==> config.mk <==
export PLATFORM = sky130hd
export DESIGN_NAME = alu_pipe
export DESIGN_NICKNAME = d
export VERILOG_FILES = /design/src/rtl/alu_pipe_pkg.sv /design/src/rtl/alu_pipe_exec.sv /design/src/rtl/alu_pipe.sv
export SDC_FILE = /design/constraint.sdc
export NUM_CORES = 1
export LEC_CHECK = 0
export CAP_MARGIN = 10
export CORE_MARGIN = 2
export CORE_UTILIZATION = 39
export DETAILED_ROUTE_END_ITERATION = 12
export PLACE_DENSITY = 0.65
export SYNTH_ARGS = -nofsm -noshare
export SYNTH_HDL_FRONTEND = slang
export SYNTH_SLANG_ARGS = --single-unit
==> constraint.sdc <==
create_clock -name clk -period 4.7 [get_ports clk]
set_clock_uncertainty 0.05 [all_clocks]
set_input_delay 0.47 -clock clk [delete_from_list [all_inputs] [get_ports clk]]
set_output_delay 0.47 -clock clk [all_outputs]
set_load 0.02 [all_outputs]
==> src/rtl/alu_pipe_pkg.sv <==
// alu_pipe_pkg: opcodes, flag struct and flag bit positions shared by the ALU pipeline and its bench.
package alu_pipe_pkg;
    typedef enum logic [3:0] {
        OP_ADD, OP_SUB, OP_AND, OP_OR, OP_XOR, OP_NOT, OP_SHL, OP_SHR,
        OP_SAR, OP_ROL, OP_ROR, OP_INC, OP_DEC, OP_SLT, OP_MUL, OP_PASS
    } alu_op_e;

    typedef struct packed {
        logic illegal;
        logic ovf;
        logic neg;
        logic zero;
        logic carry;
    } alu_flags_t;

    localparam int FLAG_CARRY   = 0;
    localparam int FLAG_ZERO    = 1;
    localparam int FLAG_NEG     = 2;
    localparam int FLAG_OVF     = 3;
    localparam int FLAG_ILLEGAL = 4;
endpackage

==> src/rtl/alu_pipe_exec.sv <==
// alu_pipe_exec: combinational ALU datapath; define ALU_PIPE_MUL_EN to build the multiplier for OP_MUL.
module alu_pipe_exec import alu_pipe_pkg::*; #(
    parameter int WIDTH = 16
) (
    input  logic [WIDTH-1:0] a,
    input  logic [WIDTH-1:0] b,
    input  alu_op_e          sel,
    output logic [WIDTH-1:0] result,
    output alu_flags_t       flags
);
    localparam int SHW = $clog2(WIDTH);
    logic [SHW-1:0] sh;
    logic [WIDTH:0] add_w, sub_w, shl_w, shr_w, sar_w;
`ifdef ALU_PIPE_MUL_EN
    logic [2*WIDTH-1:0] prod;
`endif
    always_comb begin
        sh = b[SHW-1:0];
        add_w = {1'b0, a} + {1'b0, b};
        sub_w = {1'b0, a} - {1'b0, b};
        shl_w = {1'b0, a} << sh;
        shr_w = {a, 1'b0} >> sh;
        sar_w = $signed({a, 1'b0}) >>> sh;
`ifdef ALU_PIPE_MUL_EN
        prod = a * b;
`endif
        result = '0;
        flags = '0;
        case (sel)
            OP_ADD: begin
                {flags.carry, result} = add_w;
                flags.ovf = (a[WIDTH-1] == b[WIDTH-1]) && (result[WIDTH-1] != a[WIDTH-1]);
            end
            OP_SUB: begin
                {flags.carry, result} = sub_w;
                flags.ovf = (a[WIDTH-1] != b[WIDTH-1]) && (result[WIDTH-1] != a[WIDTH-1]);
            end
            OP_AND:  result = a & b;
            OP_OR:   result = a | b;
            OP_XOR:  result = a ^ b;
            OP_NOT:  result = ~a;
            OP_SHL:  {flags.carry, result} = shl_w;
            OP_SHR:  {result, flags.carry} = shr_w;
            OP_SAR:  {result, flags.carry} = sar_w;
            OP_ROL:  result = (a << sh) | (a >> (WIDTH - int'(sh)));
            OP_ROR:  result = (a >> sh) | (a << (WIDTH - int'(sh)));
            OP_INC: begin
                {flags.carry, result} = {1'b0, a} + (WIDTH+1)'(1);
                flags.ovf = !a[WIDTH-1] && result[WIDTH-1];
            end
            OP_DEC: begin
                {flags.carry, result} = {1'b0, a} - (WIDTH+1)'(1);
                flags.ovf = a[WIDTH-1] && !result[WIDTH-1];
            end
            OP_SLT:  result = {{(WIDTH-1){1'b0}}, $signed(a) < $signed(b)};
`ifdef ALU_PIPE_MUL_EN
            OP_MUL: begin
                result = prod[WIDTH-1:0];
                flags.carry = |prod[2*WIDTH-1:WIDTH];
            end
`else
            OP_MUL:  flags.illegal = 1'b1;
`endif
            OP_PASS: result = b;
        endcase
        flags.zero = result == '0;
        flags.neg = result[WIDTH-1];
    end
endmodule

==> src/rtl/alu_pipe.sv <==
// alu_pipe: two-stage valid/ready ALU pipeline (operand stage, result stage); ALU_PIPE_MUL_EN enables OP_MUL.
module alu_pipe import alu_pipe_pkg::*; #(
    parameter int WIDTH = 16
) (
    input  logic             clk,
    input  logic             rst,
    input  logic             in_valid,
    output logic             in_ready,
    input  logic [WIDTH-1:0] a,
    input  logic [WIDTH-1:0] b,
    input  logic [3:0]       sel,
    output logic             out_valid,
    input  logic             out_ready,
    output logic [WIDTH-1:0] alu_out,
    output logic [4:0]       flags
);
    logic s1_valid_q, s1_valid_d, out_valid_q, out_valid_d, s1_adv, in_fire;
    logic [WIDTH-1:0] a_q, a_d, b_q, b_d, res_q, res_d, exec_res;
    alu_op_e sel_q, sel_d;
    alu_flags_t flags_q, flags_d, exec_flags;

    alu_pipe_exec #(.WIDTH(WIDTH)) u_exec (
        .a(a_q), .b(b_q), .sel(sel_q), .result(exec_res), .flags(exec_flags)
    );

    always_comb begin
        s1_adv = s1_valid_q && (!out_valid_q || out_ready);
        in_ready = !rst && (!s1_valid_q || s1_adv);
        in_fire = in_valid && in_ready;
        s1_valid_d = in_fire || (s1_valid_q && !s1_adv);
        a_d = in_fire ? a : a_q;
        b_d = in_fire ? b : b_q;
        sel_d = in_fire ? alu_op_e'(sel) : sel_q;
        out_valid_d = s1_adv || (out_valid_q && !out_ready);
        res_d = s1_adv ? exec_res : res_q;
        flags_d = s1_adv ? exec_flags : flags_q;
    end

    always_ff @(posedge clk) begin
        if (rst) begin
            s1_valid_q <= 1'b0;
            a_q <= '0;
            b_q <= '0;
            sel_q <= OP_ADD;
            out_valid_q <= 1'b0;
            res_q <= '0;
            flags_q <= '0;
        end else begin
            s1_valid_q <= s1_valid_d;
            a_q <= a_d;
            b_q <= b_d;
            sel_q <= sel_d;
            out_valid_q <= out_valid_d;
            res_q <= res_d;
            flags_q <= flags_d;
        end
    end

    assign out_valid = out_valid_q;
    assign alu_out = res_q;
    assign flags = flags_q;
endmodule

==> metrics.md <==
| Metric | Value |
|---|---|
| Run status | finished, final reports clean |
| Die width | 164 µm |
| Prevailing post-synth register cell | dfxtp_1 |
| DR WL/cell | 30.5 µm |
| Initial Util | 39.7% |
| Via count | 11900 |
| # H-tree levels | 3 |
| Initial antenna violation count | 1 |
| RSZ-0062 raised after global routing | no |
| Pins Over Slew Limit | 0 |
| Switching portion of total power | 47.0% |
| Syn. warnings | 0 |
| Port bufs | 62 |
| Post-route cell area | 11500 µm² |
| Synth cell count leaders | 131 x nor2_1, 103 x nand2_1, 78 x clkbuf_1 |
| CTS clk-pin slew, worst paths | 0.06 ns |
| Worst-Margin Slew | 0.936 ns |
| F_max | 0.228 GHz |
| Max-cap violations | 0 |
| Nets | 1463 |
| Cells after Synth | 1324 |
| Die area | 26800 µm² |
| Setup CP Type | register to register |
| Cells after DPL | 1684 |
| Worst hold slack | 0.402 ns |
| Area grow syn2layout | 15.5% |
| Setup Buffers After CTS | 0 |
| Congestion Overflow GR | 0 |
| Clock Power Share | 22.4% |
| Critical Path AT | 4.61 ns |
| Setup_tns | 0 ns |
| Worst min path class | register to register |
| Syn avg cell area | 7.52 µm² |
| Flop pwr share | 21.3% |
| Leakage | 4.21 nW |
| Area after DPL | 11200 µm² |
| Dpl hpwl | 39200 µm |
| Unique cell type count in the Yosys netlist | 88 |
| Synth area leaders | dfxtp_1 12%, mux4_2 11%, ha_1 7.0% |
| First-pass GRT wire length | 76200 µm |
| CTS max path bufs | 2 |
| GP Congestion | 1.09 |
| Initial DRC count | 1931 |
| Sequential element share of the synthesized area | 11.7% |
| # hold bufs at CTS | 0 |
| Internal power | 1.49 mW |
| Final wirelength | 51700 µm |
| Critical path capture point type | register |
| Post-CTS Resized | 0 |
| Power share of the combinational group | 56.3% |
| Count leader, synth | nor2_1 |
| Antenna cell count | 0 |
| Slew headroom | 36.0% |
| Post-route minimum period | 4.39 ns |
| Drt via density | 7.03 |
| Core area | 25100 µm² |
| Synthesized area | 9960 µm² |
| Antenna Nets Post-Route | 0 |
| Pre-antenna DRT Iters | 7 |
| Top cell type by total area after synthesis | dfxtp_1 |
| Root Driver | clkbuf_16 |
| I/O pins | 63 |
| Gr usage total | 38.5% |
| CTS tree | yes |
| Critical Path Source Type | register |
| Synthesized Nets | 1422 |
| Worst-skew pair later-pin latency | 0.35 ns |
| Final setup viols | 0 |
| Pin count of the biggest net entering global routing | 69 |
| VDD IR max | 0.000141 V |
| Die height | 164 µm |
| Final Hold Violating Endpoints | 0 |
| # clock sinks | 58 |
| Post-synth EDFFs | 0 |
| Pwr/cell area | 243 nW/µm² |
| Critical Path Fanout Max | 4 |
| Fraction of layout cells with a size suffix above 1 | 16.9% |
| # rows | 58 |
| Flops & latches, synth | 58 |
| Crit share post-route | 93.3% |
| DRC violations left | 0 |
| Post-synth top area share | 11.7% |
| Psw | 1.31 mW |
| Non-Filler Instances | 1699 |
| Cts bufs inserted | 9 |
| Vias in the first global route | 11200 |
| Async SR Flop Fraction | 0% |
| Required time worst endpoint | 4.93 ns |
metal layers:
metal	vias up	share of wire [%]	GRT usage [%]
li1	5153	-	-
met1	5673	40	52.0
met2	934	42	57.1
met3	175	13	10.6
met4	2	5.6	17.3
met5	-	0.031	0
flip-flops by register name (all words and copies together), names as in the netlist:
name and count:
a_q 16, s1_valid_q 1, flags 4, b_q 16, alu_out 16, sel_q 4
out_valid 1
area by class of cell:
class	count	area [µm²]
flip-flops and latches	58	1170
repair buffers	171	1460
inverters	56	210
well taps	330	413
fillers	2633	13600
multi-input cells	1069	7970
clock inverters	5	31.3
clock buffers	10	239
final timing paths:
kind	start	endpoint	slack, ns	cells past startpoint
setup / recovery	a_q[0]	flags[1]	0.31	15
hold / removal	alu_out[5]	alu_out[5]	0.40	2
setup reg to reg	a_q[0]	flags[1]	0.31	15
hold reg to reg	alu_out[5]	alu_out[5]	0.40	2
placed cells by master, fill, tap and decap left out, types with 13 or more instances in the layout:
cell	netlist	routed
a2111oi_0	14	13
a211oi_1	34	34
a21oi_1	65	65
a31oi_1	17	17
buf_4	11	107
clkdlybuf4s50_1	0	61
dfxtp_1	58	52
ha_1	56	56
inv_1	51	51
mux2_2	19	19
mux2i_1	41	41
mux4_2	47	47
nand2_1	103	103
nand2b_1	24	24
nand3_1	40	40
nand4_1	18	18
nor2_1	131	131
nor2b_1	14	13
nor3_1	48	48
nor4_1	21	20
o211ai_1	13	13
o21ai_0	54	54
o31ai_1	48	48
or3_1	16	16
xnor2_1	17	16
cell families after synthesis:
group | synth area share (%)
XOR/XNOR | 1.76
multiplexers | 17.2
flip-flops | 11.7
adder cells (fa/ha/maj) | 7.44
buffers and inverters | 8.68
AO/OA/AOI/OAI | 27.4
AND/OR/NAND/NOR | 25.9
metrics by stage:
stage / utilization, % / worst slack, ns / power [mW]
after global placement: 44.7 / 0.398 / 2.12
final: 45.8 / 0.315 / 2.80
after detailed placement: 44.7 / 0.417 / 2.11
after global routing: 45.8 / 0.233 / 2.91
after floorplan: - / 0.854 / 1.54
after CTS: 45.8 / 0.388 / 2.74
power by group through the flow:
stage | Combinational [mW] | Clock [mW] | Sequential, mW
2_1_floorplan | 0.956 | 0 | 0.584
3_3_place_gp | 1.51 | 0 | 0.604
3_5_place_dp | 1.51 | 0 | 0.604
4_1_cts | 1.51 | 0.632 | 0.594
5_1_grt | 1.65 | 0.658 | 0.600
6_report | 1.58 | 0.627 | 0.597
worst max-delay path, stage by stage (launching register included):
cell	delay (ns)
dfxtp_1	0.32
inv_1	0.09
ha_1	0.25
fa_1	0.49
mux2i_1	0.07
a32o_1	0.30
a2111oi_0	0.80
buf_4	0.25
o211ai_1	0.08
nand4b_1	0.17
buf_4	0.17
or4_1	0.43
nor4_1	0.39
buf_4	0.17
nand4_1	0.09
o22ai_1	0.17
(Power assumes the default switching activity.)
